File: src/rtl/regfile_pkg.sv
// regfile_pkg: shared types and helpers for the locking register file
package regfile_pkg;
  typedef enum logic {RF_SRC_ALU = 1'b0, RF_SRC_LSU = 1'b1} rf_src_e;
  localparam int RF_ZERO_ADDR = 0;
  function automatic int slice_lo(input int k, input int w);
    return k * w;
  endfunction
endpackage

File: src/rtl/regfile_lock_if.sv
// regfile_lock_if: read ports, write port, lock port and scoreboard view
interface regfile_lock_if import regfile_pkg::*; #(
  parameter int DataWidth = 32,
  parameter int AddrWidth = 5,
  parameter int NumRead = 2
) ();
  localparam int NumWords = 2**AddrWidth;
  logic [NumRead-1:0] rreq, rgnt, rvalid;
  logic [NumRead*AddrWidth-1:0] raddr;
  logic [NumRead*DataWidth-1:0] rdata;
  logic we;
  logic [AddrWidth-1:0] waddr;
  logic [DataWidth-1:0] wdata_alu, wdata_lsu;
  rf_src_e wsel;
  logic lock_req, lock_gnt;
  logic [AddrWidth-1:0] lock_addr;
  logic [NumWords-1:0] busy;
  modport master (
    output rreq, raddr, we, waddr, wdata_alu, wdata_lsu, wsel, lock_req, lock_addr,
    input rgnt, rvalid, rdata, lock_gnt, busy
  );
  modport slave (
    input rreq, raddr, we, waddr, wdata_alu, wdata_lsu, wsel, lock_req, lock_addr,
    output rgnt, rvalid, rdata, lock_gnt, busy
  );
endinterface

File: src/rtl/regfile_scoreboard.sv
// regfile_scoreboard: per-register busy flags with lock grant and per-port busy lookup
module regfile_scoreboard import regfile_pkg::*; #(
  parameter int AddrWidth = 5,
  parameter int NumRead = 2
) (
  input  logic                         clk_i,
  input  logic                         rst_ni,
  input  logic                         we,
  input  logic [AddrWidth-1:0]         waddr,
  input  logic                         lock_req,
  input  logic [AddrWidth-1:0]         lock_addr,
  input  logic [NumRead*AddrWidth-1:0] raddr,
  output logic                         lock_gnt,
  output logic [NumRead-1:0]           rbusy,
  output logic [2**AddrWidth-1:0]      busy
);
  localparam int NumWords = 2**AddrWidth;
  localparam logic [AddrWidth-1:0] zero_addr = AddrWidth'(RF_ZERO_ADDR);
  logic [NumWords-1:0] busy_q, busy_d;
  assign lock_gnt = lock_req && (!busy_q[lock_addr] || (we && waddr == lock_addr));
  assign busy = busy_q;
  always_comb begin
    rbusy = '0;
    for (int k = 0; k < NumRead; k++) rbusy[k] = busy_q[raddr[slice_lo(k, AddrWidth) +: AddrWidth]];
  end
  // set after clear so a lock granted alongside a write to the same register wins
  always_comb begin
    busy_d = busy_q;
    if (we) busy_d[waddr] = 1'b0;
    if (lock_gnt && lock_addr != zero_addr) busy_d[lock_addr] = 1'b1;
  end
  always_ff @(posedge clk_i or negedge rst_ni)
    if (!rst_ni) busy_q <= '0;
    else busy_q <= busy_d;
endmodule

File: src/rtl/regfile_lock.sv
// regfile_lock: clocked multi-port register file with lock scoreboard and write forwarding
module regfile_lock import regfile_pkg::*; #(
  parameter int DataWidth = 32,
  parameter int AddrWidth = 5,
  parameter int NumRead = 2,
  parameter int WriteForward = 1
) (
  input logic clk_i,
  input logic rst_ni,
  regfile_lock_if.slave bus
);
  localparam int NumWords = 2**AddrWidth;
  localparam logic [AddrWidth-1:0] zero_addr = AddrWidth'(RF_ZERO_ADDR);
  logic [DataWidth-1:0] mem [NumWords];
  logic [DataWidth-1:0] wdata;
  logic [AddrWidth-1:0] ra [NumRead];
  logic [NumRead-1:0] fwd, gnt, rbusy, rvalid_q;
  logic [DataWidth-1:0] rdata_q [NumRead];
  assign wdata = bus.wsel == RF_SRC_LSU ? bus.wdata_lsu : bus.wdata_alu;
  regfile_scoreboard #(.AddrWidth(AddrWidth), .NumRead(NumRead)) u_sb (
    .clk_i,
    .rst_ni,
    .we(bus.we),
    .waddr(bus.waddr),
    .lock_req(bus.lock_req),
    .lock_addr(bus.lock_addr),
    .raddr(bus.raddr),
    .lock_gnt(bus.lock_gnt),
    .rbusy,
    .busy(bus.busy)
  );
  // x0 never forwards, so its reads always come from the never-written mem[0]
  always_comb begin
    fwd = '0;
    gnt = '0;
    for (int k = 0; k < NumRead; k++) begin
      ra[k] = bus.raddr[slice_lo(k, AddrWidth) +: AddrWidth];
      fwd[k] = WriteForward != 0 && bus.we && bus.waddr == ra[k] && ra[k] != zero_addr;
      gnt[k] = bus.rreq[k] && (!rbusy[k] || fwd[k]);
    end
  end
  always_ff @(posedge clk_i or negedge rst_ni)
    if (!rst_ni) for (int i = 0; i < NumWords; i++) mem[i] <= '0;
    else if (bus.we && bus.waddr != zero_addr) mem[bus.waddr] <= wdata;
  always_ff @(posedge clk_i or negedge rst_ni)
    if (!rst_ni) begin
      rvalid_q <= '0;
      for (int k = 0; k < NumRead; k++) rdata_q[k] <= '0;
    end else begin
      rvalid_q <= gnt;
      for (int k = 0; k < NumRead; k++) if (gnt[k]) rdata_q[k] <= fwd[k] ? wdata : mem[ra[k]];
    end
  always_comb begin
    bus.rgnt = gnt;
    bus.rvalid = rvalid_q;
    bus.rdata = '0;
    for (int k = 0; k < NumRead; k++) bus.rdata[slice_lo(k, DataWidth) +: DataWidth] = rdata_q[k];
  end
endmodule

File: src/flat_wrapper.sv
// flat-port wrapper written by rule: the top's interface ports become plain ports
module regfile_lock_flat import regfile_pkg::*;
#(
  parameter int DataWidth = 32,
  parameter int AddrWidth = 5,
  parameter int NumRead = 2,
  parameter int WriteForward = 1
)
  (clk_i, rst_ni, bus_rreq, bus_raddr, bus_we, bus_waddr, bus_wdata_alu, bus_wdata_lsu, bus_wsel, bus_lock_req, bus_lock_addr, bus_rgnt, bus_rvalid, bus_rdata, bus_lock_gnt, bus_busy);
  regfile_lock_if #(.DataWidth(DataWidth), .AddrWidth(AddrWidth), .NumRead(NumRead)) bus_i ();
  input logic clk_i;
  input logic rst_ni;
  input wire logic [$bits(bus_i.rreq)-1:0] bus_rreq;
  input wire logic [$bits(bus_i.raddr)-1:0] bus_raddr;
  input wire logic [$bits(bus_i.we)-1:0] bus_we;
  input wire logic [$bits(bus_i.waddr)-1:0] bus_waddr;
  input wire logic [$bits(bus_i.wdata_alu)-1:0] bus_wdata_alu;
  input wire logic [$bits(bus_i.wdata_lsu)-1:0] bus_wdata_lsu;
  input wire logic [$bits(bus_i.wsel)-1:0] bus_wsel;
  input wire logic [$bits(bus_i.lock_req)-1:0] bus_lock_req;
  input wire logic [$bits(bus_i.lock_addr)-1:0] bus_lock_addr;
  output wire logic [$bits(bus_i.rgnt)-1:0] bus_rgnt;
  output wire logic [$bits(bus_i.rvalid)-1:0] bus_rvalid;
  output wire logic [$bits(bus_i.rdata)-1:0] bus_rdata;
  output wire logic [$bits(bus_i.lock_gnt)-1:0] bus_lock_gnt;
  output wire logic [$bits(bus_i.busy)-1:0] bus_busy;
  assign bus_i.rreq = bus_rreq;
  assign bus_i.raddr = bus_raddr;
  assign bus_i.we = bus_we;
  assign bus_i.waddr = bus_waddr;
  assign bus_i.wdata_alu = bus_wdata_alu;
  assign bus_i.wdata_lsu = bus_wdata_lsu;
  assign bus_i.wsel = bus_wsel;
  assign bus_i.lock_req = bus_lock_req;
  assign bus_i.lock_addr = bus_lock_addr;
  assign bus_rgnt = bus_i.rgnt;
  assign bus_rvalid = bus_i.rvalid;
  assign bus_rdata = bus_i.rdata;
  assign bus_lock_gnt = bus_i.lock_gnt;
  assign bus_busy = bus_i.busy;
  regfile_lock #(.DataWidth(DataWidth), .AddrWidth(AddrWidth), .NumRead(NumRead), .WriteForward(WriteForward)) u_core (.clk_i(clk_i), .rst_ni(rst_ni), .bus(bus_i));
endmodule
File: config.mk
export PLATFORM = sky130hd
export DESIGN_NAME = regfile_lock_flat
export DESIGN_NICKNAME = d
export VERILOG_FILES = /design/src/rtl/regfile_pkg.sv /design/src/rtl/regfile_lock_if.sv /design/src/rtl/regfile_scoreboard.sv /design/src/rtl/regfile_lock.sv /design/src/flat_wrapper.sv
export SDC_FILE = /design/constraint.sdc
export NUM_CORES = 2
export LEC_CHECK = 0
export BUFFER_PORTS_ARGS = -buffer_cell sky130_fd_sc_hd__buf_2
export CAP_MARGIN = 40
export CORE_ASPECT_RATIO = 1.75
export CORE_MARGIN = 2
export CORE_UTILIZATION = 45
export CTS_CLUSTER_DIAMETER = 150
export CTS_CLUSTER_SIZE = 10
export DETAILED_ROUTE_END_ITERATION = 12
export SETUP_SLACK_MARGIN = 0.4
export SYNTH_ARGS = -nofsm -noshare
export SYNTH_HDL_FRONTEND = slang
export SYNTH_HIERARCHICAL = 1
export SYNTH_SLANG_ARGS = --single-unit
File: constraint.sdc
create_clock -name clk_i -period 4.31 [get_ports clk_i]
set_clock_uncertainty 0.05 [all_clocks]
set_input_delay 1.0775 -clock clk_i [delete_from_list [all_inputs] [get_ports clk_i]]
set_output_delay 1.0775 -clock clk_i [all_outputs]
set_load 0.02 [all_outputs]
==> impl_metrics.json <==
{
  "status": "completed",
  "synth_top_family_by_area": "multiplexers",
  "routed_wl_um": 199000,
  "synth_adder_area_share_pct": 0,
  "clockBufferDepth": 3,
  "finalCritPeriodShare_pct": 94.3,
  "multi_input_area_sq_um": 27600,
  "drt_iter0_drc": 3869,
  "startpoint_type": "flip-flop",
  "die-area_sq_um": 131000,
  "placed_area_sq_um": 61400,
  "vias": 44100,
  "endpoint_kind": "output port",
  "yosysUniqueCellTypes": 57,
  "wire_per_inst_um": 28.8,
  "synth_top_area_share_pct": 48.6,
  "start_util_pct": 45.4,
  "min_path_type": "in -> async",
  "die_w_um": 275,
  "synth_xor_area_share_pct": 0.212,
  "cts_max_level": 4,
  "layout-drive-gt1-share_pct": 20.5,
  "num_rows": 173,
  "gr-total-overflow": 0,
  "synth_mux_area_share_pct": 23.3,
  "cts_made_buffers": 130,
  "worstPathArrival_ns": 2.94,
  "synth_top_area_cell": "dfrtp_1",
  "cts_root_buf": "clkbuf_16",
  "detail_route.vias_per_cell": 6.37,
  "maxCapViolCount": 0,
  "antenna_found_initial": 4,
  "final-seq-area_sq_um": 28100,
  "drt_first_pass_iters": 5,
  "required_ns": 3.18,
  "yosys.area_share.simple_pct": 8.06,
  "drc_errors": 0,
  "place_congestion": 0.882,
  "numPortBuffers": 191,
  "maxSlewViolCount": 0,
  "grt_pass1_vias": 45600,
  "synthCells": 5270,
  "slew_headroom_pct": 21.4,
  "hold_viol": 0,
  "path_clk_slew_ns": 0.06,
  "grtUsageTotal_pct": 30.7,
  "fp.dieH_um": 478,
  "rsz0062_at_grt": "yes",
  "drtAntennaViolNets": 0,
  "cellPowerDensity_nw_per_um2": 496,
  "crit_type": "reg -> out",
  "worstRegToRegCells": 9,
  "max_freq_mhz": 246,
  "grt_max_degree": 147,
  "synth_compound_area_share_pct": 15.4,
  "yosysSeqAreaShare_pct": 48.6,
  "yosys_warnings": 6,
  "synth_area_per_cell_sq_um": 11.0,
  "fillers": 11300,
  "stdcell_area_sq_um": 65100,
  "cts.sink_count": 1122,
  "p_leak_nw": 28.5,
  "synth_seq_cells": 1122,
  "synth_edf_count": 0,
  "synthTopCellsByArea": "dfrtp_1, mux4_2, mux2i_1",
  "fin_setup_tns_ns": 0,
  "ir_worst_vdd_v": 0.000322,
  "grt_pass1_wl_um": 297000,
  "worst_pin_slew_ns": 1.18,
  "core_sq_um": 127000,
  "io_pins": 192,
  "nets": 5342,
  "synth_flop_cell": "dfrtp_1",
  "hpwl_um": 120000,
  "clk_latency_ns": 0.76,
  "syn_to_final_growth_pct": 12.8,
  "path_max_fanout": 2,
  "syn_area_sq_um": 57700,
  "period_minus_slack_ns": 4.06,
  "syn_nets": 5361,
  "cts_tree": "built",
  "async_flop_share_pct": 100,
  "setup_viol": 0
}
## layout make-up
| type | count | area share [%] |
|---|---|---|
| Antenna cell | 2 | 0.00769 |
| Clock buffer | 137 | 5.26 |
| Clock inverter | 4 | 0.0769 |
| Inverter | 39 | 0.248 |
| Multi-Input combinational cell | 3545 | 42.4 |
| Sequential cell | 1122 | 43.1 |
| Tap cell | 1662 | 3.19 |
| Timing Repair Buffer | 413 | 5.65 |
## synth_stat cells, types with 3 or more instances
| cell type | count |
|---|---|
| buf_6 | 6 |
| o21a_1 | 3 |
| a22oi_1 | 90 |
| o21ai_0 | 553 |
| nand2_1 | 570 |
| a222oi_1 | 32 |
| a211oi_1 | 20 |
| nor2_1 | 562 |
| xor2_1 | 4 |
| a221oi_1 | 52 |
| clkbuf_1 | 411 |
| a21oi_1 | 538 |
| buf_1 | 18 |
| a211o_1 | 19 |
| nor2b_1 | 4 |
| mux4_2 | 404 |
| xnor2_1 | 10 |
| nand3b_1 | 11 |
| o22ai_1 | 44 |
| a2111o_1 | 13 |
| o32ai_1 | 19 |
| nor2_2 | 4 |
| buf_4 | 17 |
| buf_2 | 112 |
| inv_1 | 38 |
| o221ai_1 | 76 |
| o31ai_1 | 13 |
| nor3b_1 | 5 |
| and2_1 | 4 |
| a21boi_0 | 19 |
| mux2i_1 | 432 |
| dfrtp_1 | 1122 |
| o31ai_2 | 4 |
| nand3_1 | 10 |
## routing by layer
| metal | share of wire [%] | up-vias | track usage (%) |
|---|---|---|---|
| met3 | 7.3 | 631 | 5.02 |
| met1 | 37 | 22300 | 37.6 |
| met5 | 0 | - | 0 |
| met2 | 50 | 2055 | 51.7 |
| li1 | - | 19100 | - |
| met4 | 6.0 | 0 | 16.7 |
## sequential cells by signal, indices dropped and copies added, names as in the netlist
register / count
u_core/mem: 1024
u_core/bus.rdata: 64
u_core/u_sb/busy: 32
u_core/bus.rvalid: 2
## final timing paths
check	startpoint	to	slack [ns]
setup reg to reg	u_core/u_sb/busy[23]	u_core/bus.rdata[39]	1.05
max in group asynchronous	rst_ni	u_core/mem[941]	2.75
hold / removal	rst_ni	u_core/mem[98]	0.30
min in group clk_i	u_core/mem[1005]	u_core/mem[1005]	0.35
hold reg to reg	u_core/mem[1005]	u_core/mem[1005]	0.35
setup / recovery	u_core/u_sb/busy[23]	bus_rgnt[0]	0.25
## through the flow
stage	hold slack, ns	util (%)	power [mW]	worst slack [ns]	std cells
floorplan	0.391	-	19.6	0.319	5270
global placement	0.331	48.2	22.2	0.0365	6754
detailed placement	0.334	48.3	22.5	0.0307	6764
CTS	0.300	51.2	32.4	0.178	6921
global route	0.335	51.2	33.8	0.153	6923
finish	0.304	51.2	32.3	0.245	6924
## placed cells by master, fill, tap and decap left out, types with 12 or more instances in the layout
cell type  instances
mux2i_2           29
dfrtp_1         1105
mux4_2           404
a21oi_1          538
mux2i_1          400
o22ai_1           44
a22oi_1           90
o31ai_1           12
clkbuf_16        137
nor2_4            17
a222oi_1          32
buf_12            66
inv_1             35
o221ai_1          76
buf_2            179
a21boi_0          19
nand2_1          553
dfrtp_2           17
a211o_1           19
a211oi_1          20
o21ai_0          553
nor2_1           549
buf_4            148
o32ai_1           19
a221oi_1          52
a2111o_1          13
nand2_4           17
## cell families after synthesis
family          after synthesis
flops                      1122
simple gates               1191
compound gates             1502
buf+inv                     603
xor+xnor                     14
mux                         838
## worst max-delay path, stage by stage, from the launching register on
cell	delay (ns)
dfrtp_2	0.45
buf_6	0.15
mux4_2	0.45
mux4_2	0.49
mux2_4	0.30
inv_4	0.06
o21ai_4	0.09
clkinv_4	0.07
buf_6	0.10
## report_power, final
part	switching (mW)	internal (mW)	total, mW
Combinational	3.88	3.66	7.53
Sequential	2.01	12.9	14.9
Clock	4.27	5.57	9.84
## timing repair
item,in CTS,in global routing
endpoints found under the setup margin,2,3
pin swaps,2,2
hold buffers,0,0
gates resized for setup,29,4
buffers inserted,16,1
No activity file was read; power rests on OpenSTA's default activity.
